<file path="config.mk">
export PLATFORM = sky130hd
export DESIGN_NAME = traffic_light_fsm_flat
export DESIGN_NICKNAME = d
export VERILOG_FILES = /design/src/rtl/traffic_light_pkg.sv /design/src/rtl/traffic_light_if.sv /design/src/rtl/tick_dwell_counter.sv /design/src/rtl/traffic_light_fsm.sv /design/src/flat_wrapper.sv
export SDC_FILE = /design/constraint.sdc
export NUM_CORES = 1
export LEC_CHECK = 0
export ABC_AREA = 1
export ABC_CLOCK_PERIOD_IN_PS = 5600
export CORE_MARGIN = 2
export CORE_UTILIZATION = 25
export DETAILED_ROUTE_END_ITERATION = 12
export PLACE_DENSITY_LB_ADDON = 0.25
export SLEW_MARGIN = 20
export SYNTH_ARGS = -nofsm -noshare
export SYNTH_HDL_FRONTEND = slang
export SYNTH_HIERARCHICAL = 1
export SYNTH_SLANG_ARGS = --single-unit
</file>
<file path="constraint.sdc">
create_clock -name clk -period 5.6 [get_ports clk]
set_input_delay 0.84 -clock clk [delete_from_list [all_inputs] [get_ports clk]]
set_output_delay 0.84 -clock clk [all_outputs]
set_load 0.03 [all_outputs]
</file>
<file path="src/rtl/traffic_light_pkg.sv">
// Shared lamp encodings, controller state type and counter sizing helper
// for the two-street traffic-light controller.
package traffic_light_pkg;

    localparam logic [1:0] GREEN  = 2'b00;
    localparam logic [1:0] YELLOW = 2'b01;
    localparam logic [1:0] RED    = 2'b10;

    typedef enum logic [1:0] {
        GREEN_A  = 2'b00,
        YELLOW_A = 2'b01,
        GREEN_B  = 2'b10,
        YELLOW_B = 2'b11
    } state_e;

    // Dwell counter width; never below one bit so a 1-tick dwell still elaborates.
    function automatic int unsigned cnt_width(input int unsigned green_ticks,
                                              input int unsigned yellow_ticks);
        int unsigned m;
        m = (green_ticks > yellow_ticks) ? green_ticks : yellow_ticks;
        return (m > 1) ? $clog2(m) : 1;
    endfunction

endpackage

</file>
<file path="src/rtl/traffic_light_if.sv">
// Tick/sensor inputs and lamp outputs of the traffic-light controller.
interface traffic_light_if;
    logic       tick;
    logic       car_b;
    logic [1:0] la;
    logic [1:0] lb;
    logic       cycle_done;

    modport master (output tick, car_b, input la, lb, cycle_done);
    modport slave  (input tick, car_b, output la, lb, cycle_done);
endinterface

</file>
<file path="src/rtl/tick_dwell_counter.sv">
// Tick-enabled dwell counter with clear, terminal compare and saturation.
module tick_dwell_counter #(
    parameter int unsigned Width = 3
) (
    input  logic             clk,
    input  logic             reset,
    input  logic             en_i,
    input  logic             clr_i,
    input  logic [Width-1:0] last_i,
    output logic             last_o
);

    logic [Width-1:0] cnt_q, cnt_d;

    // Clear wins over counting so a state change always starts a fresh dwell.
    always_comb begin
        cnt_d = cnt_q;
        if (clr_i) begin
            cnt_d = '0;
        end else if (en_i && !last_o) begin
            cnt_d = cnt_q + Width'(1);
        end
    end

    always_ff @(posedge clk) begin
        if (reset) begin
            cnt_q <= '0;
        end else begin
            cnt_q <= cnt_d;
        end
    end

    assign last_o = (cnt_q >= last_i);

endmodule

</file>
<file path="src/rtl/traffic_light_fsm.sv">
// Two-street traffic-light controller: main road A holds green until a side-street
// car is sensed, street B gets a fixed green slot. Lamps are Moore-decoded.
module traffic_light_fsm
    import traffic_light_pkg::*;
#(
    parameter int unsigned GREEN_TICKS  = 5,
    parameter int unsigned YELLOW_TICKS = 2
) (
    input logic            clk,
    input logic            reset,
    traffic_light_if.slave lamp_io
);

    localparam int unsigned CntW = cnt_width(GREEN_TICKS, YELLOW_TICKS);
    localparam logic [CntW-1:0] GreenLast  = CntW'(GREEN_TICKS - 1);
    localparam logic [CntW-1:0] YellowLast = CntW'(YELLOW_TICKS - 1);

    state_e          state_q, state_d;
    logic            clr;
    logic            last;
    logic [CntW-1:0] last_sel;
    logic            cycle_done_q, cycle_done_d;
    logic [1:0]      la, lb;

    tick_dwell_counter #(
        .Width (CntW)
    ) u_dwell (
        .clk    (clk),
        .reset  (reset),
        .en_i   (lamp_io.tick),
        .clr_i  (clr),
        .last_i (last_sel),
        .last_o (last)
    );

    always_comb begin
        state_d      = state_q;
        clr          = 1'b0;
        cycle_done_d = 1'b0;
        last_sel     = GreenLast;
        case (state_q)
            GREEN_A: begin
                if (lamp_io.tick && last && lamp_io.car_b) begin
                    state_d = YELLOW_A;
                    clr     = 1'b1;
                end
            end
            YELLOW_A: begin
                last_sel = YellowLast;
                if (lamp_io.tick && last) begin
                    state_d = GREEN_B;
                    clr     = 1'b1;
                end
            end
            GREEN_B: begin
                if (lamp_io.tick && last) begin
                    state_d = YELLOW_B;
                    clr     = 1'b1;
                end
            end
            YELLOW_B: begin
                last_sel = YellowLast;
                if (lamp_io.tick && last) begin
                    state_d      = GREEN_A;
                    clr          = 1'b1;
                    cycle_done_d = 1'b1;
                end
            end
            default: begin
                state_d = GREEN_A;
                clr     = 1'b1;
            end
        endcase
    end

    always_ff @(posedge clk) begin
        if (reset) begin
            state_q      <= GREEN_A;
            cycle_done_q <= 1'b0;
        end else begin
            state_q      <= state_d;
            cycle_done_q <= cycle_done_d;
        end
    end

    always_comb begin
        la = RED;
        lb = RED;
        case (state_q)
            GREEN_A:  la = GREEN;
            YELLOW_A: la = YELLOW;
            GREEN_B:  lb = GREEN;
            YELLOW_B: lb = YELLOW;
            default:  la = GREEN;
        endcase
    end

    assign lamp_io.la         = la;
    assign lamp_io.lb         = lb;
    assign lamp_io.cycle_done = cycle_done_q;

endmodule

</file>
<file path="src/flat_wrapper.sv">
// flat-port wrapper written by rule: the top's interface ports become plain ports
module traffic_light_fsm_flat import traffic_light_pkg::*;
#(
    parameter int unsigned GREEN_TICKS  = 5,
    parameter int unsigned YELLOW_TICKS = 2
)
  (clk, reset, lamp_io_tick, lamp_io_car_b, lamp_io_la, lamp_io_lb, lamp_io_cycle_done);
  traffic_light_if lamp_io_i ();
  input logic clk;
  input logic reset;
  input wire logic [$bits(lamp_io_i.tick)-1:0] lamp_io_tick;
  input wire logic [$bits(lamp_io_i.car_b)-1:0] lamp_io_car_b;
  output wire logic [$bits(lamp_io_i.la)-1:0] lamp_io_la;
  output wire logic [$bits(lamp_io_i.lb)-1:0] lamp_io_lb;
  output wire logic [$bits(lamp_io_i.cycle_done)-1:0] lamp_io_cycle_done;
  assign lamp_io_i.tick = lamp_io_tick;
  assign lamp_io_i.car_b = lamp_io_car_b;
  assign lamp_io_la = lamp_io_i.la;
  assign lamp_io_lb = lamp_io_i.lb;
  assign lamp_io_cycle_done = lamp_io_i.cycle_done;
  traffic_light_fsm #(.GREEN_TICKS(GREEN_TICKS), .YELLOW_TICKS(YELLOW_TICKS)) u_core (.clk(clk), .reset(reset), .lamp_io(lamp_io_i));
endmodule
</file>
* Word level (Yosys, flattened, before mapping)
Cells that the tools add are included.
Storage, ports and cells: flip-flop bits (word level) 6, input bits 4, output and inout bits 5, logic and storage cells 34
Operators by class: add/sub/neg operators 1, $lt $le $gt $ge 1, equality and inequality tests 7, mux-type cells 11, bitwise logic cells 1, reduce and logical (&&, ||, !) cells 10
Operators with widths (number):
- $mux 2 | 4
- $ne 2x1->1 const B | 4
- $pmux 2 s2 | 2
- $pmux 2 s4 | 1
- $reduce_or 2->1 | 3
- $eq 2x2->1 const B | 2
- $reduce_and 4->1 | 1
- $add 3x1->3 const B | 1
- $ge 3x3->1 | 1
- $logic_and 1x1->1 | 3
- $mux 3 | 1
- $reduce_or 3->1 | 1
- $eq 2x1->1 const B | 1
- $logic_not 2->1 | 1
- $mux 1 | 2
- $pmux 1 s2 | 1
- $logic_not 1->1 | 1
- $not 1->1 | 1

* Logic depth before layout (Yosys ltp)
Gate-level depths: netlist (run 1).
depth after elaboration 9, mapped depth 16, depth with buffers taken out 16

* Cells and area by module
Netlist (run 1), hierarchy kept.
Modules (own cells, without submodules):
- traffic_light_fsm | instances 1, cells an instance 37, area each 266.5 µm², seq. area each 60.1 µm²
- tick_dwell_counter | instances 1, cells an instance 34, area each 236.5 µm², seq. area each 60.1 µm²

* Worst setup path before layout (run 1)
Ideal clock, no wire load.
path type reg-to-reg, start point reg u_core.state_q[0], end point reg u_core.state_q[1], library setup time 114 ps, arrival time 1889 ps, required time 5486 ps, setup slack 3597 ps, stages on the path, launching flop included 13, buffers on the path 0, clock period less this slack 2003 ps, cells stage by stage dfxtp_1 -> ha_1 -> nor2_1 -> inv_1 -> ha_1 -> a21oi_2 -> nand2_1 -> nand2_1 -> inv_1 -> nand2_2 -> nand2_2 -> nor2_1 -> nor2_2
On the way: cells in the longest elaborated chain, start to end 8, elaborated cells between the ends (all ways) 15, those cells by class order compare (1); eq/ne (7); mux (2); reduce/logical (5)
RTL lines:
- start, declared | RTL line traffic_light_fsm.sv:18 | state_e state_q, state_d;
- start signal, assigned | RTL line traffic_light_fsm.sv:81 | state_q <= state_d;
- $eq 2x1->1 or $eq 2x2->1 (tied branches) | RTL line traffic_light_fsm.sv:41 | case (state_q)
- $reduce_or 2->1 (no source line) *
- $mux 3 * | RTL line traffic_light_fsm.sv:41
- net u_core.last_sel[2] | RTL line traffic_light_fsm.sv:21 | logic [CntW-1:0] last_sel;
- $ge 3x3->1 * | RTL line tick_dwell_counter.sv:33 | assign last_o = (cnt_q >= last_i);
- net u_core.last | RTL line traffic_light_fsm.sv:20 | logic last;
- $logic_and 1x1->1 *
- $logic_and 1x1->1 | RTL line traffic_light_fsm.sv:43 | if (lamp_io.tick && last && lamp_io.car_b) begin
- $ne 2x1->1 (no source line)
- $reduce_and 4->1 (no source line) *
Mark *: on every way through the listed nets, which the timed path passes. The rest lies on a longest branch. A chain may end at the register's enable or synchronous reset.

* Final worst setup path (run 1)
start point reg u_core.state_q[0], end point out lamp_io_lb[1]
On the way: cells in the longest elaborated chain, start to end 2, elaborated cells between the ends (all ways) 3, those cells by class eq/ne (2); mux (1)
RTL lines:
- $eq 2x2->1 | RTL line traffic_light_fsm.sv:89 | case (state_q)
- $pmux 2 s2 * | RTL line traffic_light_fsm.sv:89
- end, declared | RTL line flat_wrapper.sv:14 | output wire logic [$bits(lamp_io_i.lb)-1:0] lamp_io_lb;
Mark *: on every way between the ends. The rest lies on a longest branch, timed or not.

==> results.cfg, run 1 <==
[logic_synthesis]
synth-seq-cells = 6
synth.area.top_cells = ha_1 (25%), dfxtp_1 (24%), inv_1 (11%)
postSynthCellCount = 71
synth_edf_count = 0
synth_cell_types = 15
syn_avg_cell_area_um2 = 7.08
yosysSeqAreaShare = 0.239
synth_top_cell_area_share = 0.249
syn-cell-area_um2 = 503
syn_nets = 85
synthFlopType = dfxtp_1
synthTopCellsByCount = inv_1 (15), nand2_1 (15), ha_1 (10)
synth_area_leader_cell = ha_1
ys_warn_count = 6
ys_async_sr_fraction = 0

[detailed_routing]
drtAntennaViolNets = 0
routed-wl-met3_um = 60
vias = 435
vias_per_cell = 3.99
wl_met2_um = 432
topRoutingLayerUsed = met4
first_pass_iters = 4
routed_wl_um = 951
wl_per_cell_um = 8.72
m1WireLength_um = 442
dr.first_iter.drc_count = 8
drcViolationCount = 0

[setup_path]
setup.worst_path.end_class = output port
reg2reg_from = u_core/state_q[1]
critPathArrivalTime_ps = 1740
critical_path_class = flip-flop to output port
cp_max_fo = 4
start_kind = flip-flop
crit_path_start = u_core/state_q[0]
rrSetupSlack_ps = 3440
reg2reg_depth = 13
rr_endpoint = u_core/state_q[1]
cp.required_ps = 4760
crit_end = lamp_io_lb[1]

[sta]
rsz0062_at_grt = no
layout_worst_path_cycle_share = 0.461
fin_tns_setup_ps = 0
max_freq_mhz = 387
setup_ws_ps = 3020
fin_crit_ps = 2580
hold_violations = 0
maxSlewViolCount = 0
clock_skew_ps = 3.54
setup_viol_count_final = 0

[finish]
final_nets = 98
n_antenna_cell = 0
fillers = 217
layout.area.seq_um2 = 120
area_growth_pct = 27.1
multi_input_area_um2 = 327
drive_above_1_share = 0.146

[pwr]
powerDensity_nw_per_um2 = 352
irDropWorstVdd_mv = 0.155
p_leak_nw = 0.331

[clocking]
numCtsBuffers = 3
cts_setup_buffers = 0
h-tree-depth = 1
clk_latency_ps = 240
cts_hold_buf = 0
cts.sinks = 6
cts_resized = 0
cts_buffer_depth = 2
clockRootBuffer = clkbuf_4
clk_pin_slew_ps = 50
cts_tree = built

[global_routing]
grt-ovfl-total = 0
antenna_found_initial = 0
grt_pass1_wl_um = 1620
grt_max_degree = 6
grt_pass1_vias = 382
track_usage = 0.0906

[placement]
post-place-ws_ps = 3260
place.gp.congestion = 0.710
hpwl_um = 780
io_buffers = 8

[outcome]
status = complete, no violations

[hold_path]
hp-class = flip-flop to flip-flop

[floorplanning]
rows = 16
die-area_um2 = 2390
coreArea_um2 = 1920
io_pins = 9
die_h_um = 48.9
start_util = 0.262
die_width_um = 48.9

[job]
maxCapViolations = 0
worst max-delay path, stage by stage (launching register included):
cell             delay (ps)
dfxtp_1                 370
inv_1                   110
ha_1                    250
nor2_4                  100
clkdlybuf4s50_1         670
metal layers:
metal / vias up / global-route usage
li1: 239 / -
met1: 184 / 0.0964
met2: 7 / 0.144
met3: 5 / 0.0521
met4: 0 / 0.0429
met5: - / 0
final cells by class:
class                   count  area share
multi-input cells          50       0.511
clock buffers               3      0.0352
well taps                  27      0.0528
inverters                  15      0.0881
repair buffers              8       0.125
flip-flops and latches      6       0.188
state kept, by name (all words and copies together) (netlist names):
name and flops:
u_core/u_dwell/cnt_q 3, u_core/state_q 2, u_core/lamp_io.cycle_done 1
kinds of logic after synthesis:
logic type,Yosys count,share of synthesized area
flip-flops,6,0.239
buffers and inverters,15,0.112
AO/OA/AOI/OAI,6,0.0672
other,1,0.00746
AND/OR/NAND/NOR,33,0.326
adder cells (fa/ha/maj),10,0.249
worst min-delay path by stage:
stage	from	to	slack, ps	depth (start not counted)
floorplan	u_core/u_dwell/cnt_q[0]	u_core/u_dwell/cnt_q[0]	460	2
global placement	u_core/u_dwell/cnt_q[0]	u_core/u_dwell/cnt_q[0]	480	2
detailed placement	u_core/u_dwell/cnt_q[0]	u_core/u_dwell/cnt_q[0]	480	2
CTS	u_core/u_dwell/cnt_q[0]	u_core/u_dwell/cnt_q[0]	490	2
global route	u_core/u_dwell/cnt_q[1]	u_core/u_dwell/cnt_q[1]	520	2
finish	u_core/u_dwell/cnt_q[0]	u_core/u_dwell/cnt_q[0]	490	2
placed cells by master, fill, tap and decap left out, drive strengths merged:
master / n
clkbuf: 3
clkdlybuf4s50: 8
a21oi: 6
nor2: 8
or2: 1
conb: 1
nand3: 2
nand2: 19
dfxtp: 6
inv: 15
nand4: 3
ha: 10
power breakdown:
| group | internal, W | switching (W) | total, W |
|---|---|---|---|
| Clock | 0.0000242 | 0.0000156 | 0.0000399 |
| Combinational | 0.0000513 | 0.0000775 | 0.000129 |
| Sequential | 0.0000502 | 0.00000641 | 0.0000566 |
through the flow:
| stage | area [um^2] | utilization | power (W) | cells | hold slack [ps] |
|---|---|---|---|---|---|
| 5_1_grt | 639 | 0.333 | 0.000250 | 109 | 517 |
| 2_1_floorplan | 503 | - | 0.000153 | 71 | 455 |
| 3_5_place_dp | 617 | 0.321 | 0.000187 | 106 | 481 |
| 3_3_place_gp | 617 | 0.321 | 0.000185 | 106 | 478 |
| 4_1_cts | 639 | 0.333 | 0.000230 | 109 | 488 |
| 6_report | 639 | 0.333 | 0.000225 | 109 | 489 |
Power figures use the tool's default switching activity.
==> run 2: changes to the inputs <==
--- a/config.mk
+++ b/config.mk
@@ -6,7 +6,7 @@
 export NUM_CORES = 1
 export LEC_CHECK = 0
 export ABC_AREA = 1
-export ABC_CLOCK_PERIOD_IN_PS = 5600
+export ABC_CLOCK_PERIOD_IN_PS = 2530
 export CORE_MARGIN = 2
 export CORE_UTILIZATION = 25
 export DETAILED_ROUTE_END_ITERATION = 12
==> constraint.sdc (replaced) <==
create_clock -name clk -period 2.53 [get_ports clk]
set_input_delay 0.3795 -clock clk [delete_from_list [all_inputs] [get_ports clk]]
set_output_delay 0.3795 -clock clk [all_outputs]
set_load 0.03 [all_outputs]
==> results.cfg, run 2 (synthesis results as in run 1) <==
[detailed_routing]
routed_wl_um = 817
first_pass_iters = 1
drcViolationCount = 0
m1WireLength_um = 389
vias_per_cell = 3.80
topRoutingLayerUsed = met3
wl_met2_um = 375
routed-wl-met3_um = 52
drtAntennaViolNets = 0
vias = 414
dr.first_iter.drc_count = 0
wl_per_cell_um = 7.50

[sta]
clock_skew_ps = 0.520
fin_tns_setup_ps = 0
hold_ws_ps = 485
rsz0062_at_grt = no
max_freq_mhz = 467
layout_worst_path_cycle_share = 0.847
setup_viol_count_final = 0
fin_crit_ps = 2140
hold_violations = 0
maxSlewViolCount = 0

[hold_path]
hold_depth = 2
hp-class = flip-flop to flip-flop
whs_endpoint = u_core/u_dwell/cnt_q[0]
hp-start = u_core/u_dwell/cnt_q[0]

[global_routing]
grt_pass1_wl_um = 1520
grt-ovfl-total = 0
grt_pass1_vias = 369
antenna_found_initial = 0
grt_max_degree = 6
track_usage = 0.0828

[setup_path]
cp.required_ps = 2150
rrSetupSlack_ps = 420
setup.worst_path.end_class = output port
reg2reg_depth = 13
reg2reg_from = u_core/state_q[1]
start_kind = flip-flop
critical_path_class = flip-flop to output port
cp_max_fo = 4
critPathArrivalTime_ps = 1760
rr_endpoint = u_core/state_q[1]

[finish]
area_growth_pct = 27.1
regMostFlops = u_core/u_dwell/cnt_q
final_area_um2 = 639
drive_above_1_share = 0.146
final_cell_mix = inv_1 (15), nand2_1 (15), ha_1 (10), clkdlybuf4s50_1 (8), dfxtp_1 (6)
n_antenna_cell = 0
final_nets = 98
largest_reg_flops = 3
fillers = 222

[floorplanning]
rows = 16
die_width_um = 48.9
die_h_um = 48.9
die-area_um2 = 2390
coreArea_um2 = 1920
start_util = 0.262
io_pins = 9

[clocking]
cts.sinks = 6
cts_setup_buffers = 0
h-tree-depth = 1
numCtsBuffers = 3
clockRootBuffer = clkbuf_4
clk_latency_ps = 240
cts_buffer_depth = 2
cts_tree = built
clk_pin_slew_ps = 40
cts_resized = 0
cts_hold_buf = 0

[placement]
io_buffers = 8
hpwl_um = 704
post_dp_cell_area_um2 = 617
place.gp.congestion = 0.688

[pwr]
powerDensity_nw_per_um2 = 764
p_leak_nw = 0.331
irDropWorstVdd_mv = 0.267

[job]
maxCapViolations = 0

[outcome]
status = complete, no violations
-- run 2: metal layers --
layer	vias to the layer above	track usage
li1	239	-
met1	169	0.100
met2	6	0.121
met3	0	0.0583
met4	0	0.0143
met5	-	0
-- run 2: worst max-delay path, cell delays in order, from the launching register on --
cell and delay (ps):
dfxtp_1 380, inv_1 110, ha_1 210, nor2_2 140, clkdlybuf4s50_1 680
-- run 2: power by group --
part	total [W]	switching, W	internal (W)
sequential	0.000127	0.0000155	0.000111
clock	0.0000854	0.0000319	0.0000535
combinational	0.000276	0.000163	0.000113
total	0.000488	0.000211	0.000278
-- run 2: cell type report --
class | count | area [um^2] | share of cell area
timing repair buffer | 8 | 80.1 | 0.125
multi-input combinational | 50 | 327 | 0.511
tap | 27 | 33.8 | 0.0528
clock buffer | 3 | 22.5 | 0.0352
sequential | 6 | 120 | 0.188
inverter | 15 | 56.3 | 0.0881
-- run 2: worst max path at each step --
stage,from,endpoint,slack (ps),depth (start not counted)
global placement,u_core/state_q[1],u_core/state_q[1],410,13
global route,u_core/state_q[1],u_core/state_q[1],160,13
floorplan,u_core/state_q[0],u_core/state_q[1],530,12
CTS,u_core/state_q[1],lamp_io_la[1],360,4
finish,u_core/state_q[1],lamp_io_la[1],390,4
detailed placement,u_core/state_q[1],u_core/state_q[1],390,13
-- run 2: per-stage QoR --
| step | utilization | setup slack, ps | std cells | total power [W] |
|---|---|---|---|---|
| floorplan | - | 527 | 71 | 0.000338 |
| global placement | 0.321 | 407 | 106 | 0.000408 |
| detailed placement | 0.321 | 393 | 106 | 0.000409 |
| CTS | 0.333 | 359 | 109 | 0.000501 |
| global route | 0.333 | 162 | 109 | 0.000543 |
| finish | 0.333 | 388 | 109 | 0.000488 |
==> variant 1: new RTL, settings of run 2 <==
Encoding of `state_e`: now one-hot (4 bits for 4 states).
--- a/src/rtl/traffic_light_pkg.sv
+++ b/src/rtl/traffic_light_pkg.sv
@@ -6,11 +6,11 @@
     localparam logic [1:0] YELLOW = 2'b01;
     localparam logic [1:0] RED    = 2'b10;
 
-    typedef enum logic [1:0] {
-        GREEN_A  = 2'b00,
-        YELLOW_A = 2'b01,
-        GREEN_B  = 2'b10,
-        YELLOW_B = 2'b11
+    typedef enum logic [3:0] {
+        GREEN_A  = 4'b0001,
+        YELLOW_A = 4'b0010,
+        GREEN_B  = 4'b0100,
+        YELLOW_B = 4'b1000
     } state_e;
 
     // Dwell counter width; never below one bit so a 1-tick dwell still elaborates.
Function: no difference found for any inputs over 10 cycles, from zero or initial values and one cycle with reset high; not proved beyond that.
==> variant 1 against run 2 <==
- wire length is 35% higher
- design area rose by 8.0%
- hold slack gained 6.0 ps
- sequential cell count is 2 higher
- sequential share of layout area rose by 4.4 points
- total power shrank 12%
- count of clock-buffer cells in the layout unchanged
- area after synthesis is 8.2% higher
- setup slack lost 73 ps
- maximum frequency shrank 3.3%
- global-route usage is 1.8 points higher
- critical path type is now flop to flop
- non-clock buffer count is the same
- clock power increased by 8.5%
- largest cell class unchanged
==> variant 1: results (changes against run 2) <==
metric,value,unit,change
clk_skew,0.105,ps,was 0.520 ps
CP peak stage delay,380,ps,was 680 ps
clock tree buffer depth,2,,unchanged
Ys Warns,6,,unchanged
DPL Wire Length,893,um,was 704 um
critical path peak fanout,6,,was 4
LEAKAGE,0.365,nW,was 0.331 nW
FMAX,452,MHz,was 467 MHz
largest net degree at the start of global routing,7,,was 6
Reg with most FFs,u_core/state_q,,was u_core/u_dwell/cnt_q
flop-to-flop setup slack,320,ps,was 420 ps
Port Buf Inserts,8,,unchanged
unique cell type count in the Yosys netlist,16,,was 15
"Net Count, Synth",95,,was 85
DR iter-0 viols,14,,was 0
Hold WC Path Type,flop to flop,,unchanged
"Reg clk slew, reported paths",50,ps,
Root Driver,clkbuf_4,,unchanged
initial antenna violation count,0,,unchanged
fillers,236,,was 222
hold slack,491,ps,was 485 ps
ranking of synthesized cells by area,"dfxtp_1, nand2_1, inv_1, ha_1, nand3_1",,"was ha_1, dfxtp_1, inv_1, nand2_1, a21oi_1"
first-pass GRT wire length,1950,um,was 1520 um
Antenna Violating Nets Remaining,0,,unchanged
register area share after synthesis,0.294,,was 0.239
All-Layer GR Usage,0.100,,was 0.0828
synth cell count leaders,"nand2_1, inv_1, nor2_1",,"was inv_1, nand2_1, ha_1"
Ant. Diodes,0,,unchanged
max FFs per register,4,,was 3
clock buffer count from CTS,3,,unchanged
gp weighted congestion,0.839,,was 0.688
routed vias/inst,4.22,,was 3.80
worst vdd ir,0.437,mV,was 0.267 mV
layout net count,108,,was 98
share of layout cells above drive strength 1,0.122,,was 0.146
worst skew pair latency,240,ps,about the same
critical path's slowest cell,dfxtp_1,,was clkdlybuf4s50_1
Synth Flop Type,dfxtp_1,,unchanged
DRT Wirelength,1100,um,was 817 um
"Arr. time, crit path",2350,ps,was 1760 ps
DRT Pass-1 Iters,4,,was 1
Synth async-reset ratio,0,,unchanged
Setup WS pre-CTS,240,ps,was 393 ps
vias in the first global route,519,,was 369
internal power,0.264,mW,was 0.278 mW
status,completed,,unchanged
H-tree levels,1,,unchanged
## variant 1: path summary, 6_finish.rpt
| kind | start | to | cells after the start |
|---|---|---|---|
| min reg2reg | u_core/u_dwell/cnt_q[1]$_SDFFE_PP0P_ | u_core/u_dwell/cnt_q[1]$_SDFFE_PP0P_ | 2 |
| max reg2reg | u_core/state_q[3]$_SDFFE_PP0P_ | u_core/u_dwell/cnt_q[0]$_SDFFE_PP0P_ | 17 |
| max | u_core/state_q[3]$_SDFFE_PP0P_ | u_core/u_dwell/cnt_q[0]$_SDFFE_PP0P_ | 17 |
| min | u_core/u_dwell/cnt_q[1]$_SDFFE_PP0P_ | u_core/u_dwell/cnt_q[1]$_SDFFE_PP0P_ | 2 |
## variant 1: metrics by stage
stage               cell area [um2]  power (mW)   util  std cells
floorplan                       544       0.295      -         87
global placement                658       0.336  0.329        122
detailed placement              658       0.336  0.329        122
CTS                             681       0.435  0.340        125
global route                    691       0.473  0.345        125
finish                          691       0.430  0.345        125
## variant 1: worst max-delay path, delay by kind of cell (launching register included)
family	cells	cell delay (ps)
AND/OR/NAND/NOR	11	1060
flip-flops	1	380
adder cells (fa/ha/maj)	1	340
buffers and inverters	4	280
AO/OA/AOI/OAI	1	50
## variant 1: power groups by stage
stage	Clock [mW]	Combinational (mW)	Sequential [mW]
floorplan	0	0.134	0.161
global placement	0	0.171	0.165
detailed placement	0	0.170	0.165
CTS	0.100	0.172	0.163
global route	0.104	0.205	0.164
finish	0.0927	0.174	0.163
## variant 1: what timing repair did
item | CTS | global route
setup buffers | 0 | 0
setup endpoints to repair | 0 | 3
resized for setup | 0 | 2
## variant 1: logic make-up (layout without fill, tap and decap cells)
logic type	count (synthesis)	in the layout	synth area share
AO/OA/AOI/OAI	7	7	0.0759
adder cells (fa/ha/maj)	4	4	0.0920
buffers and inverters	20	31	0.138
flip-flops	8	8	0.294
other	1	1	0.00689
AND/OR/NAND/NOR	47	47	0.393
## variant 1: per-layer routing
| layer | vias up | track usage | share of wire |
|---|---|---|---|
| met5 | - | 0 | 0 |
| li1 | 292 | - | - |
| met1 | 231 | 0.103 | 0.46 |
| met2 | 5 | 0.175 | 0.50 |
| met3 | 0 | 0.0565 | 0.038 |
| met4 | 0 | 0.0270 | 0 |
## variant 1: area by class of cell
| class | instances | area [um2] | area share |
|---|---|---|---|
| Clock buffer | 3 | 22.5 | 0.0326 |
| Inverter | 20 | 75.1 | 0.109 |
| Multi-Input combinational cell | 59 | 319 | 0.462 |
| Sequential cell | 8 | 160 | 0.232 |
| Tap cell | 27 | 33.8 | 0.0489 |
| Timing Repair Buffer | 8 | 80.1 | 0.116 |
==> variant 2: new RTL, config.mk and constraints of run 2 <==
Made on the original files. `YELLOW_TICKS` is set to 2 in 2 places; all go to 4.
--- a/src/rtl/traffic_light_fsm.sv
+++ b/src/rtl/traffic_light_fsm.sv
@@ -4,7 +4,7 @@
     import traffic_light_pkg::*;
 #(
     parameter int unsigned GREEN_TICKS  = 5,
-    parameter int unsigned YELLOW_TICKS = 2
+    parameter int unsigned YELLOW_TICKS = 4
 ) (
     input logic            clk,
     input logic            reset,
--- a/src/flat_wrapper.sv
+++ b/src/flat_wrapper.sv
@@ -2,7 +2,7 @@
 module traffic_light_fsm_flat import traffic_light_pkg::*;
 #(
     parameter int unsigned GREEN_TICKS  = 5,
-    parameter int unsigned YELLOW_TICKS = 2
+    parameter int unsigned YELLOW_TICKS = 4
 )
   (clk, reset, lamp_io_tick, lamp_io_car_b, lamp_io_la, lamp_io_lb, lamp_io_cycle_done);
   traffic_light_if lamp_io_i ();
Function: changed (a bounded check fails within 10 cycles, from zero or initial values and one cycle with reset high).
==> variant 2 against run 2 <==
- first-iteration DRC count rose by 3
- area after synthesis fell by 0.75%
- clock power rose by 2.6%
- combinational power rose by 20%
- setup slack got worse by 11 ps
- sequential cell count did not move
- non-clock buffer count did not move
- design area fell by 0.59%
- total power rose by 13%
- via count rose by 2.7%
- wire length rose by 5.3%
- critical path type unchanged
- largest power group unchanged
==> variant 2: results (changes against run 2) <==
metric,value,unit,change
share of layout cells above drive strength 1,0.148,,was 0.146
routed vias/inst,3.94,,was 3.80
flop-to-flop setup slack,400,ps,was 420 ps
H-tree levels,1,,unchanged
layout net count,97,,was 98
met3 wire length,57,um,was 52 um
unique cell type count in the Yosys netlist,14,,was 15
DPL Wire Length,729,um,was 704 um
"Reg clk slew, reported paths",50,ps,
clk_skew,2.62,ps,was 0.520 ps
"Net Count, Synth",84,,was 85
status,completed,,unchanged
DRT Pass-1 Iters,4,,was 1
Post-Route M1 WL,405,um,was 389 um
register area share after synthesis,0.241,,was 0.239
vias in the first global route,376,,was 369
DRT Wirelength,860,um,was 817 um
cells after synthesis,70,,was 71
ranking of synthesized cells by area,"ha_1, dfxtp_1, inv_1, nand2_1, a21oi_1",,unchanged
first-pass GRT wire length,1480,um,was 1520 um
fillers,224,,was 222
DR WL/cell,7.96,um,was 7.50 um
All-Layer GR Usage,0.0810,,was 0.0828
Placed Cells,105,,was 106
LEAKAGE,0.327,nW,was 0.331 nW
gp weighted congestion,0.744,,was 0.688
-- variant 2: through the flow --
stage	hold WS, ps	setup WS (ps)	instance area, um2
2_1_floorplan	455	527	499
3_3_place_gp	478	398	613
3_5_place_dp	479	397	613
4_1_cts	486	354	636
5_1_grt	501	179	636
6_report	484	377	636
-- variant 2: worst max-delay path by stage --
stage	end	slack [ps]	cells after the start
global route	u_core/state_q[1]$_SDFFE_PP0P_	180	13
detailed placement	u_core/state_q[1]$_SDFFE_PP0P_	400	13
CTS	lamp_io_la[1]	350	4
finish	lamp_io_la[1]	380	4
floorplan	u_core/state_q[1]$_SDFFE_PP0P_	530	12
global placement	u_core/state_q[1]$_SDFFE_PP0P_	400	13
-- variant 2: routing by layer --
metal  vias to the layer above  track usage
met3                         0       0.0525
met1                       179       0.0925
met5                         -            0
met2                         7        0.128
met4                         0       0.0143
li1                        239            -
-- variant 2: area by class of cell --
class,instances,area (um2),share of cell area
timing repair buffer,8,80.1,0.126
inverter,15,56.3,0.0886
tap,27,33.8,0.0531
clock buffer,3,22.5,0.0354
sequential,6,120,0.189
multi-input combinational,49,323,0.508
-- variant 2: where the power goes --
group          switching [mW]  total, mW  internal (mW)
registers              0.0189      0.134          0.115
clock network          0.0340     0.0876         0.0536
logic                   0.199      0.332          0.133
-- variant 2: logic make-up after synthesis --
logic type               share of synthesized area
buffers and inverters                        0.113
AO/OA/AOI/OAI                               0.0677
flip-flops                                   0.241
AND/OR/NAND/NOR                              0.328
adder cells (fa/ha/maj)                      0.251
-- variant 2: worst min-delay path: stages, from the launching register on --
cell and delay (ps):
dfxtp_1 320, nand2_1 70, a21oi_1 50
